--- config.mk ---
export PLATFORM = sky130hd
export DESIGN_NAME = polygon_edge_sequencer
export DESIGN_NICKNAME = d
export VERILOG_FILES = /design/src/rtl/polygon_edge_sequencer.sv
export SDC_FILE = /design/constraint.sdc
export NUM_CORES = 1
export LEC_CHECK = 0
export CAP_MARGIN = 40
export CORE_ASPECT_RATIO = 1.1
export CORE_MARGIN = 3
export CORE_UTILIZATION = 50
export DETAILED_ROUTE_END_ITERATION = 12
export GPL_TIMING_DRIVEN = 0
export PLACE_DENSITY_LB_ADDON = 0.08
export SETUP_SLACK_MARGIN = 0.5
export SLEW_MARGIN = 20
export SYNTH_ARGS = -nofsm -noshare
export SYNTH_HDL_FRONTEND = slang
export SYNTH_SLANG_ARGS = --single-unit
--- constraint.sdc ---
create_clock -name clk -period 4.43 [get_ports clk]
set_clock_uncertainty 0.05 [all_clocks]
set_input_delay 0.443 -clock clk [delete_from_list [all_inputs] [get_ports clk]]
set_output_delay 0.443 -clock clk [all_outputs]
set_load 0.03 [all_outputs]
--- src/rtl/polygon_edge_sequencer.sv ---
// polygon_edge_sequencer
//   Latches up to MAX_VERTS vertices, finds the bounding-box minimum, then
//   hands each edge (normalised to that minimum) to the line-draw engine
//   through a draw_en/draw_done handshake. Supports open polylines and
//   closed polygons.
//
// Ports
//   clk, rst          clock, synchronous active-high reset
//   start             request (sampled only in IDLE)
//   vert_count        number of valid vertices (sampled with start)
//   closed            add closing edge last->vertex 0 (sampled with start)
//   coordinates       packed vertices: x_k at [2*COORD_W*k +: COORD_W],
//                     y_k directly above it
//   draw_done         line engine finished the current edge
//   reset_buff        one-cycle buffer clear before the first edge
//   x0, y0, x1, y1    normalised edge endpoints (zero outside DRAW)
//   draw_en           edge valid / draw request
//   seq_done          one-cycle pulse after the last edge completes
//   error             one-cycle pulse on an invalid vert_count
//   busy              high in every state except IDLE
module polygon_edge_sequencer #(
    parameter int COORD_W   = 8,
    parameter int MAX_VERTS = 4,
    parameter int CNT_W     = $clog2(MAX_VERTS + 1)
) (
    input  logic                           clk,
    input  logic                           rst,
    input  logic                           start,
    input  logic [CNT_W-1:0]               vert_count,
    input  logic                           closed,
    input  logic [2*COORD_W*MAX_VERTS-1:0] coordinates,
    input  logic                           draw_done,
    output logic                           reset_buff,
    output logic [COORD_W-1:0]             x0,
    output logic [COORD_W-1:0]             y0,
    output logic [COORD_W-1:0]             x1,
    output logic [COORD_W-1:0]             y1,
    output logic                           draw_en,
    output logic                           seq_done,
    output logic                           error,
    output logic                           busy
);
    localparam int VW = 2 * COORD_W * MAX_VERTS;

    typedef enum logic [2:0] {
        S_IDLE, S_ERR, S_MIN, S_CLEAR, S_DRAW, S_GAP, S_DONE
    } state_t;

    state_t             state_q;
    logic [VW-1:0]      coords_q;
    logic [CNT_W-1:0]   nverts_q, nedges_q, k_q, e_q;
    logic [COORD_W-1:0] min_x_q, min_y_q;
    logic [COORD_W-1:0] x0_q, y0_q, x1_q, y1_q;
    logic               reset_buff_q, draw_en_q, seq_done_q, error_q, busy_q;

    logic [COORD_W-1:0] min_x_d, min_y_d;
    logic [COORD_W-1:0] x0_d, y0_d, x1_d, y1_d;
    logic [CNT_W-1:0]   dst_idx;
    logic [COORD_W-1:0] kx, ky, sx, sy, dx, dy;

    // Mux one coordinate out of the latched vertex array.
    function automatic logic [COORD_W-1:0] vsel(input logic [VW-1:0]    c,
                                                input logic [CNT_W-1:0] idx,
                                                input bit               is_y);
        vsel = '0;
        for (int k = 0; k < MAX_VERTS; k++)
            if (idx == CNT_W'(k))
                vsel = is_y ? c[2*COORD_W*k+COORD_W +: COORD_W]
                            : c[2*COORD_W*k +: COORD_W];
    endfunction

    always_comb begin
        kx = vsel(coords_q, k_q, 1'b0);
        ky = vsel(coords_q, k_q, 1'b1);
        min_x_d = (kx < min_x_q) ? kx : min_x_q;
        min_y_d = (ky < min_y_q) ? ky : min_y_q;

        // Edge e goes e -> e+1, except the closing edge which wraps to 0.
        dst_idx = (e_q == nverts_q - CNT_W'(1)) ? '0 : e_q + CNT_W'(1);
        sx = vsel(coords_q, e_q, 1'b0);
        sy = vsel(coords_q, e_q, 1'b1);
        dx = vsel(coords_q, dst_idx, 1'b0);
        dy = vsel(coords_q, dst_idx, 1'b1);
        x0_d = sx - min_x_q;
        y0_d = sy - min_y_q;
        x1_d = dx - min_x_q;
        y1_d = dy - min_y_q;
    end

    always_ff @(posedge clk) begin
        if (rst) begin
            state_q      <= S_IDLE;
            coords_q     <= '0;
            nverts_q     <= '0;
            nedges_q     <= '0;
            k_q          <= '0;
            e_q          <= '0;
            min_x_q      <= '0;
            min_y_q      <= '0;
            x0_q         <= '0;
            y0_q         <= '0;
            x1_q         <= '0;
            y1_q         <= '0;
            reset_buff_q <= 1'b0;
            draw_en_q    <= 1'b0;
            seq_done_q   <= 1'b0;
            error_q      <= 1'b0;
            busy_q       <= 1'b0;
        end else begin
            reset_buff_q <= 1'b0;
            seq_done_q   <= 1'b0;
            error_q      <= 1'b0;
            case (state_q)
                S_IDLE: if (start) begin
                    coords_q <= coordinates;
                    nverts_q <= vert_count;
                    // Two-vertex closed shape would duplicate its only edge.
                    nedges_q <= (closed && vert_count != CNT_W'(2))
                                ? vert_count : vert_count - CNT_W'(1);
                    k_q      <= '0;
                    e_q      <= '0;
                    min_x_q  <= '1;
                    min_y_q  <= '1;
                    busy_q   <= 1'b1;
                    if (vert_count < CNT_W'(2) || vert_count > CNT_W'(MAX_VERTS)) begin
                        state_q <= S_ERR;
                        error_q <= 1'b1;
                    end else begin
                        state_q <= S_MIN;
                    end
                end
                S_ERR: begin
                    state_q <= S_IDLE;
                    busy_q  <= 1'b0;
                end
                S_MIN: begin
                    min_x_q <= min_x_d;
                    min_y_q <= min_y_d;
                    k_q     <= k_q + CNT_W'(1);
                    if (k_q == nverts_q - CNT_W'(1)) begin
                        state_q      <= S_CLEAR;
                        reset_buff_q <= 1'b1;
                    end
                end
                S_CLEAR, S_GAP: begin
                    state_q   <= S_DRAW;
                    draw_en_q <= 1'b1;
                    x0_q      <= x0_d;
                    y0_q      <= y0_d;
                    x1_q      <= x1_d;
                    y1_q      <= y1_d;
                end
                S_DRAW: if (draw_done) begin
                    draw_en_q <= 1'b0;
                    x0_q      <= '0;
                    y0_q      <= '0;
                    x1_q      <= '0;
                    y1_q      <= '0;
                    if (e_q == nedges_q - CNT_W'(1)) begin
                        state_q    <= S_DONE;
                        seq_done_q <= 1'b1;
                    end else begin
                        state_q <= S_GAP;
                        e_q     <= e_q + CNT_W'(1);
                    end
                end
                S_DONE: begin
                    state_q <= S_IDLE;
                    busy_q  <= 1'b0;
                end
                default: begin
                    state_q <= S_IDLE;
                    busy_q  <= 1'b0;
                end
            endcase
        end
    end

    assign reset_buff = reset_buff_q;
    assign x0         = x0_q;
    assign y0         = y0_q;
    assign x1         = x1_q;
    assign y1         = y1_q;
    assign draw_en    = draw_en_q;
    assign seq_done   = seq_done_q;
    assign error      = error_q;
    assign busy       = busy_q;
endmodule
==> results.ini <==
[layout]
layout.cells.non_filler = 1393
fin_nets = 1320
drive_above_1_share_pct = 6.18
final-seq-area_um2 = 2650
area_growth_pct = 25.8
n_antenna_cell = 0
fin_util_pct = 65.1
final_common_cell = nand2_1
n_fill_cell = 1396
final_cell_mix = nand2_1 (244), a21oi_1 (135), dfxtp_1 (129)
multi_input_comb_area_um2 = 4920
design_area_um2 = 9960

[critical_path]
crit_chain = buf_4 > inv_1 > ha_4 > xor2_4 > a311oi_4 > buf_4 > clkbuf_4 > a222oi_1 > nand2_1 > ha_4 > nor2b_1 > o21ai_1 > nand2b_1 > a21o_1 > a21oi_1 > xnor2_1 > a22o_1
required_ns = 4.69
crit_fanout = 10
critPathMaxStageDelay_ns = 0.52
path_class = flip-flop to flip-flop
crit_slowest_cell = a222oi_1
crit_arrival_ns = 4.05
start_kind = flip-flop
critPathCaptureType = flip-flop

[flow_run]
max_cap_violations = 0

[worst_hold_path]
hold_class = flip-flop to flip-flop

[global_route]
grt_first_pass_wirelength_mm = 38.1
grt_pass1_vias = 7113
grt-ovfl-total = 0
grt_usage_pct = 28.0
grt_max_degree = 17
grt_antenna_before_repair = 0

[timing]
setup_ws_ns = 0.647
final_hold_viol_count = 0
tightest_slew_ns = 0.769
slew_viol_final = 0
fin_crit_sh_pct = 85.4
setup_violations = 0
hold-worst-slack_ns = 0.414
relSlewSlack_pct = 48.8
max_freq_mhz = 264
grt_setup_unrepaired = false
min_period_ns = 3.78
fin_setup_tns_ns = 0

[clock_tree]
path_clk_slew_ns = 0.06
cts_tree = built
clock_sinks = 132
clock_latency_ns = 0.43
cts_hold_buffers = 0
ctsLongestPathBuffers = 2
root_buffer = clkbuf_16
htree_levels = 4
cts_buffers = 17

[place]
gp_congestion = 0.973
dp_hpwl_mm = 18.9
port_buffers = 108
placed_area_um2 = 9240
dp.cells = 1356
dp_slack_ns = 0.0119

[routing]
drt_iter0_markers = 841
routed_wl_mm = 24.6
wire_per_inst_um = 17.7
dr.pass1.iters = 7
ant_nets = 0
drcViolationCount = 0
vias = 7788
viasPerCell = 5.59

[logic_synthesis]
yosys-top-cells-area = dfxtp_1 (33%), nand2_1 (12%), ha_1 (9.2%)
synth_nets = 1186
synth_top_cell_area_share_pct = 33.4
avgSynthCellArea_um2 = 7.53
ys_warn_count = 0
syn_area_um2 = 7920
synth_cell_types = 62
netlist_instances = 1052
ys_seq_area_share_pct = 33.4
synth-seq-cells = 132
synthArstFlopShare_pct = 0
synth_edf_count = 0
yosysTopAreaCell = dfxtp_1
synth_ff_type = dfxtp_1

[pwr]
finalPower_mw = 4.39
combPwrFrac_pct = 35.1
p_int_mw = 2.89
ir_worst_vdd_uv = 256
p_switching_mw = 1.50
power_leakage_nw = 3.99
pwr-share-seq_pct = 32.8
p_clk_share_pct = 32.1
power_density_nw_per_um2 = 441
switching_share_pct = 34.1

[floorplan]
dieArea_um2 = 17400
die_w_um = 126
core_area_um2 = 15300
boundaryPins = 109
initial_core_util_pct = 51.8
fp-row-count = 47
die_h_um = 138

[run_status]
status = completed

==> path summary, 6_finish.rpt <==
check / startpoint / endpoint / slack [ns] / cells after the start
setup / recovery: nverts_q[0]$_SDFFE_PP0P_ / x1[6]$_SDFFE_PP0P_ / 0.65 / 17
hold / removal: nedges_q[1]$_SDFFE_PP0P_ / nedges_q[1]$_SDFFE_PP0P_ / 0.41 / 2
setup reg to reg: nverts_q[0]$_SDFFE_PP0P_ / x1[6]$_SDFFE_PP0P_ / 0.65 / 17
hold reg to reg: nedges_q[1]$_SDFFE_PP0P_ / nedges_q[1]$_SDFFE_PP0P_ / 0.41 / 2
==> metal layers <==
layer,wire [µm],vias up,GRT usage [%]
met5,0,-,0
met4,772,0,11.9
met3,1430,46,4.70
met2,10900,314,44.7
met1,11400,3517,37.7
li1,-,3911,-
==> area by class of cell <==
type | count | share of cell area (%)
tap | 196 | 2.46
clock inverter | 5 | 1.01
sequential | 132 | 26.6
timing repair buffer | 115 | 11.4
multi-input combinational | 812 | 49.4
clock buffer | 25 | 4.78
inverter | 42 | 1.58
buffer | 66 | 2.80
==> worst max-delay path: cells and delay by family, from the launching register on <==
family	cells	cell delay, ns
compound gates	6	1.31
buf+inv	4	0.65
fa+ha+maj	2	0.59
simple gates	3	0.46
flops	1	0.30
xor+xnor	2	0.29
==> logic make-up after synthesis <==
family | after synthesis | synth area share [%]
simple gates | 403 | 21.1
compound gates | 305 | 25.3
mux | 4 | 0.537
fa+ha+maj | 62 | 10.2
buf+inv | 108 | 5.20
flops | 132 | 33.4
xor+xnor | 38 | 4.39
==> state kept, by name, indices dropped and copies added, names as in the netlist <==
signal,flops
min_x_q,8
reset_buff,1
coords_q,64
seq_done,1
x1,8
y1,8
error,1
busy,1
x0,8
y0,8
nedges_q,3
k_q,3
min_y_q,8
state_q,3
draw_en,1
e_q,3
nverts_q,3
==> Yosys cell counts, drive strengths merged, types with 4 or more instances <==
| cell | count |
|---|---|
| a211oi | 4 |
| a311oi | 10 |
| or3 | 5 |
| ha | 58 |
| a32oi | 4 |
| a21oi | 135 |
| fa | 4 |
| a222oi | 12 |
| inv | 41 |
| nand2 | 244 |
| nand3 | 7 |
| buf | 9 |
| clkbuf | 57 |
| o21ai | 47 |
| dfxtp | 132 |
| a22oi | 21 |
| nor2 | 99 |
| xor2 | 12 |
| o31ai | 4 |
| a21o | 12 |
| nand2b | 9 |
| nor3 | 9 |
| nor2b | 15 |
| xnor2 | 25 |
| a22o | 34 |
==> repair_timing <==
action | in CTS | in global routing
endpoints found under the setup margin | 18 | 30
resized for setup | 12 | 25
buffers inserted | 0 | 7
pin swaps | 1 | 5
==> power by group through the flow <==
stage / sequential (mW) / combinational, mW / clock (mW)
floorplan: 1.45 / 1.07 / 0
global placement: 1.45 / 1.47 / 0
detailed placement: 1.46 / 1.49 / 0
CTS: 1.43 / 1.51 / 1.42
global route: 1.45 / 1.72 / 1.48
finish: 1.44 / 1.54 / 1.41
Power figures use the tool's default switching activity.
